## src/rtl/hazard_ctrl.sv

```systemverilog
// hazard_ctrl: pipeline stall/flush control with a memory-wait timeout and a debug halt state.
// Define HAZARD_PERF_CNT_EN to build the stall_cnt/flush_cnt performance counters.
module hazard_ctrl #(
   parameter int WAIT_TIMEOUT = 255,
   parameter int CNT_W        = 32
) (
   input  logic             clk,
   input  logic             rst,
   input  logic [4:0]       id_rs1,
   input  logic [4:0]       id_rs2,
   input  logic             id_use_rs1,
   input  logic             id_use_rs2,
   input  logic             ex_mem_rd,
   input  logic [4:0]       ex_rd,
   input  logic             br_taken,
   input  logic             mem_req,
   input  logic             mem_ready,
   input  logic             halt_req,
   input  logic             resume_req,
   output logic             pc_en,
   output logic             if_id_en,
   output logic             id_ex_en,
   output logic             ex_mem_en,
   output logic             if_id_flush,
   output logic             id_ex_flush,
   output logic [1:0]       state,
   output logic             timeout,
   output logic [CNT_W-1:0] stall_cnt,
   output logic [CNT_W-1:0] flush_cnt
);

   typedef enum logic [1:0] {
      ST_RUN  = 2'b00,
      ST_WAIT = 2'b01,
      ST_HALT = 2'b10,
      ST_BAD  = 2'b11
   } state_t;

   state_t      state_q, state_d;
   logic [15:0] wait_cnt_q, wait_cnt_d;
   logic        timeout_d;
   logic        load_use, mem_stall, stalled, wait_hit;
   logic [16:0] stall_num;

   assign load_use  = ex_mem_rd && (ex_rd != 5'd0) &&
                      ((id_use_rs1 && (id_rs1 == ex_rd)) || (id_use_rs2 && (id_rs2 == ex_rd)));
   assign mem_stall = mem_req && !mem_ready;
   // Once in WAIT the access is already outstanding, so only mem_ready ends the stall.
   assign stalled   = (state_q == ST_RUN) ? mem_stall : !mem_ready;
   // stall_num is the 1-based index of the current stalled cycle.
   assign stall_num = {1'b0, wait_cnt_q} + 17'd1;
   assign wait_hit  = (stall_num >= 17'(WAIT_TIMEOUT));

   always_comb begin
      // NOTE: every output and next-state signal gets a default first, so no path infers a latch.
      pc_en       = 1'b0;
      if_id_en    = 1'b0;
      id_ex_en    = 1'b0;
      ex_mem_en   = 1'b0;
      if_id_flush = 1'b0;
      id_ex_flush = 1'b0;
      state_d     = state_q;
      wait_cnt_d  = wait_cnt_q;
      timeout_d   = timeout;
      if (!rst) begin
         unique case (state_q)
            ST_RUN, ST_WAIT: begin
               if (stalled) begin
                  if (wait_hit) begin
                     timeout_d  = 1'b1;
                     state_d    = ST_HALT;
                     wait_cnt_d = '0;
                  end else begin
                     state_d    = ST_WAIT;
                     wait_cnt_d = stall_num[15:0];
                  end
               end else begin
                  wait_cnt_d = '0;
                  state_d    = (state_q == ST_RUN && halt_req) ? ST_HALT : ST_RUN;
                  if (br_taken) begin
                     {pc_en, if_id_en, id_ex_en, ex_mem_en} = 4'b1111;
                     if_id_flush = 1'b1;
                     id_ex_flush = 1'b1;
                  end else if (load_use) begin
                     id_ex_en    = 1'b1;
                     id_ex_flush = 1'b1;
                     ex_mem_en   = 1'b1;
                  end else begin
                     {pc_en, if_id_en, id_ex_en, ex_mem_en} = 4'b1111;
                  end
               end
            end
            ST_HALT: begin
               wait_cnt_d = '0;
               if (resume_req && !timeout) state_d = ST_RUN;
            end
            ST_BAD: begin
               wait_cnt_d = '0;
               state_d    = ST_RUN;
            end
         endcase
      end
   end

   // NOTE: sequential state uses non-blocking assignments only, so every register samples pre-edge values.
   always_ff @(posedge clk or posedge rst) begin
      if (rst) begin
         state_q    <= ST_RUN;
         wait_cnt_q <= '0;
         timeout    <= 1'b0;
      end else begin
         state_q    <= state_d;
         wait_cnt_q <= wait_cnt_d;
         timeout    <= timeout_d;
      end
   end

   assign state = state_q;

`ifdef HAZARD_PERF_CNT_EN
   localparam logic [CNT_W-1:0] CNT_ONE = {{(CNT_W-1){1'b0}}, 1'b1};
   logic [CNT_W-1:0] stall_cnt_q, flush_cnt_q;
   logic             stall_evt;

   assign stall_evt = !pc_en && (state_q == ST_RUN || state_q == ST_WAIT);

   always_ff @(posedge clk or posedge rst) begin
      if (rst) begin
         stall_cnt_q <= '0;
         flush_cnt_q <= '0;
      end else begin
         if (stall_evt && (stall_cnt_q != '1)) stall_cnt_q <= stall_cnt_q + CNT_ONE;
         if (if_id_flush && (flush_cnt_q != '1)) flush_cnt_q <= flush_cnt_q + CNT_ONE;
      end
   end

   assign stall_cnt = stall_cnt_q;
   assign flush_cnt = flush_cnt_q;
`else
   assign stall_cnt = '0;
   assign flush_cnt = '0;
`endif

endmodule
```

## config.mk

```make
export PLATFORM = sky130hd
export DESIGN_NAME = hazard_ctrl
export DESIGN_NICKNAME = d
export VERILOG_FILES = /design/src/rtl/hazard_ctrl.sv
export SDC_FILE = /design/constraint.sdc
export NUM_CORES = 1
export LEC_CHECK = 0
export CORE_MARGIN = 10
export CORE_UTILIZATION = 43
export DETAILED_ROUTE_END_ITERATION = 10
export GPL_ROUTABILITY_DRIVEN = 0
export GPL_TIMING_DRIVEN = 0
export PLACE_DENSITY = 0.88
export SYNTH_ARGS = -nofsm -noshare
export SYNTH_HDL_FRONTEND = slang
export SYNTH_SLANG_ARGS = --single-unit
```

## constraint.sdc

```tcl
create_clock -name clk -period 6.4 [get_ports clk]
set_input_delay 0.64 -clock clk [delete_from_list [all_inputs] [get_ports clk]]
set_output_delay 0.64 -clock clk [all_outputs]
set_load 0.01 [all_outputs]
```

==> results.txt <==
The detailed-router iteration count before antenna repair is 4. The data arrival time at the worst-slack endpoint was 2960 ps; the number of violations reported at the end of detailed-routing iteration 0 was 96. Leakage power summed over all cells: 1.348 nW. Summing all flip-flop and latch instances after layout gives 475.5 um^2. The type of the worst setup path was input port to primary output. The library cell contributing the largest single delay on the critical path is sky130_fd_sc_hd__nor3b_1. 98 I/O pins were placed. In this run the tightest slew margin relative to its limit is 48.35%. In the layout the commonest cells are sky130_fd_sc_hd__buf_4, sky130_fd_sc_hd__conb_1, sky130_fd_sc_hd__clkdlybuf4s50_1. Buffer type at the clock tree root: sky130_fd_sc_hd__clkbuf_8. The clock reaches the later pin of the worst-skew pair after 260 ps. The post-synthesis cell type count is 44, and the via count of the first global-routing pass is 1553. The critical path startpoint is rst.

The maximum vdd ir drop was 0.08009 mV. The worst register-to-register path begins at wait_cnt_q[0]. The logs give 1797 um^2 for the post-synth design cell area and 2472 um^2 for the final instance area. Dividing total power by cell area gives a power density of 143.4 nW/um^2. The detailed-route DRC error count was 0; the total of fill cells in the finished design was 354. The most common cell type on the critical path is sky130_fd_sc_hd__clkdlybuf4s50_1. STA classifies the critical path endpoint as a primary output. The tightest min-delay check is of the register to register type. Worst min-delay path startpoint: timeout. The worst clock skew on the final layout was 3.426 ps; the timing-limited maximum frequency was 278.0 MHz. The worst register-to-register path has a depth of 7. Once placement completed, the tool counted placed cells totaling 351. The run finished with clean final reports. Dividing the synthesized area by the synthesized cell count gives 8.765 um^2. The maximum cell stage delay along the critical path works out to 620 ps. For this run, the post-layout net count is 333. The layout overhead on the synthesized area came out at 37.60%.

The floorplan die width is 84.64 um. TritonCTS built the clock tree. The global-route wire length before repair was 7431 um. The run gives 3 as the number of buffers inserted during clock tree synthesis. The Yosys step of the flow raised 0 warnings. The most common library cell in the layout ignoring fill and taps is sky130_fd_sc_hd__buf_4.

STA classifies the critical path startpoint as an input port. The logs give 3853 um for the placed wire-length estimate and 0 ps for the setup TNS after final layout. Counting both buffers and inverters, the worst setup path holds a total of 4. The total area inside the core boundary comes to 4029 um^2. The hold violation total from the final report is 0. The number of resized instances in the post-cts repair step is 0. Buffers placed on the I/O ports in this run total 33.

The floorplan die area was 7164 um^2. Combined global-route utilization of all metal layers: 12.18%. At the end of the flow the core is filled with cells to 61.37%. In the final layout, the multi-input gates occupy 1032 um^2.

The count of antenna diodes in the layout was 0; the initial cell density of the core was 44.60%. In this run the vertical extent of the chip is 84.64 um. The number of instances in the synthesized netlist is 205, and the critical path depth is 6.

For this design, the CTS-stage hold fixing added 0 buffers. After floorplanning, the core was divided into 23 placement rows. Synthesis inferred 19 register bits. The CTS H-tree depth was 1; the final antenna-violating net count was 0. The via count is 1505.

The post-route minimum period was 3597 ps; the sequential area share after synthesis was 26.46%. Cells with a size suffix above 1 make up 26.23% of the layout. Worst hold margin: 516.4 ps. For this design, the sink count on the clock tree is 19. The total count of max-transition violations in the final report is 0, and the placement-stage cell area is 2426 um^2. The count of buffers added by post-CTS timing repair for setup is 0, and the remaining global-route overflow is 0. Excluding fillers, the count of instances in the completed layout stands at 355. Setup violations remaining at the end of the flow were counted as 0. The cell family contributing the most delay on the critical path is buffers and inverters.

Share of the cycle needed by the critical path after routing: 56.20%. The run gives 0 as the number of antenna violations at the first check in global routing. The hold path depth was 1.

Dividing the detail-routed via count by the number of cells gives 4.239. After detailed routing, the average wire length per cell comes to 12.91 um. No sink is reached through more buffers than the 2 on the longest clock path. Entering global routing, the biggest net connects 21 pins.

The wire length after detailed routing came out at 4583 um. The worst endpoint required time was 5760 ps; the max-capacitance violation count was 0. The worst-path maximum fanout came out at 10.

Setup repair after global routing left no endpoint under its margin. Traced cell by cell, the critical path runs through clkdlybuf4s50_1, clkbuf_1, nor3b_1, a21boi_0, buf_4, clkdlybuf4s50_1. Transition at the pin with the smallest max-transition slack: 773.9 ps.

After clock tree synthesis, the clock-pin slew on the worst setup and hold paths is 70 ps.
flip-flops by register name, indices dropped and copies added (netlist names):
signal and count:
wait_cnt_q 16, state 2, timeout 1
Yosys cell counts, drive strengths merged:
cell type	count	area, um^2
a41oi	1	8.760
or3	1	6.260
a22oi	1	7.510
nor3	4	20.02
or4	1	7.510
nor3b	1	7.510
mux2	1	11.26
buf	66	495.5
a311oi	1	8.760
dfrtp	19	475.5
nor2	5	18.77
ha	2	25.02
clkbuf	2	7.510
xor2	12	105.1
a211oi	1	20.02
xnor2	3	26.28
inv	6	22.52
nor4	6	62.56
nand4	5	43.79
a21boi	1	7.510
a32o	1	10.01
a2bb2o	1	10.01
nand3	7	40.04
o21ai	3	15.01
o2111ai	4	35.03
nand2	16	60.06
mux2i	2	20.02
nor2b	2	12.51
o21bai	3	22.52
or2	1	6.260
o2111a	1	11.26
and2	11	71.32
o221ai	1	8.760
and3	6	37.54
conb	1	3.750
o221a	1	11.26
nand2b	1	6.260
o21a	2	15.01
a31oi	2	12.51
metal layers:
metal	routed length, um	GRT usage (%)	vias up
li1	-	-	777
met1	1588	11.76	674
met2	2568	23.40	47
met3	362	5.121	7
met4	63	2.395	0
met5	0	0	-
cells by family after synthesis:
| group | after synthesis | synth area share, % |
|---|---|---|
| AOI/OAI and AO/OA | 24 | 11.35 |
| muxes | 3 | 1.741 |
| and+or+nand+nor | 67 | 22.29 |
| DFF | 19 | 26.46 |
| adders and majority gates | 2 | 1.393 |
| buffers and inverters | 74 | 29.25 |
| xor gates and xnor gates | 15 | 7.312 |
| other | 1 | 0.2087 |
through the flow:
step / power (mW) / setup slack [ps]
after floorplan: 0.2171 / 3750
final: 0.3546 / 2803
after detailed placement: 0.2670 / 2870
after global placement: 0.2647 / 2911
after global routing: 0.3760 / 2634
after CTS: 0.3539 / 2869
final timing paths:
path	slack, ps	endpoint
worst max-delay path	2800	pc_en
worst min-delay path	520	timeout
worst max register to register	4140	state[1]
worst min register to register	520	timeout
max in group asynchronous	4820	timeout
min in group asynchronous	1100	wait_cnt_q[11]
layout make-up:
cell class,count,area share (%)
Tap cell,50,2.530
Inverter,6,0.9109
Multi-Input combinational cell,175,41.75
Clock inverter,1,0.2024
Timing Repair Buffer,33,13.36
Clock buffer,3,1.670
Sequential cell,19,19.23
Buffer,68,20.34
where the power goes:
| part | internal [mW] | switching (mW) | total [mW] |
|---|---|---|---|
| clock network | 0.0434 | 0.0423 | 0.0857 |
| registers | 0.126 | 0.00938 | 0.136 |
| logic | 0.0742 | 0.0590 | 0.133 |
No activity file was read; power rests on OpenSTA's default activity.
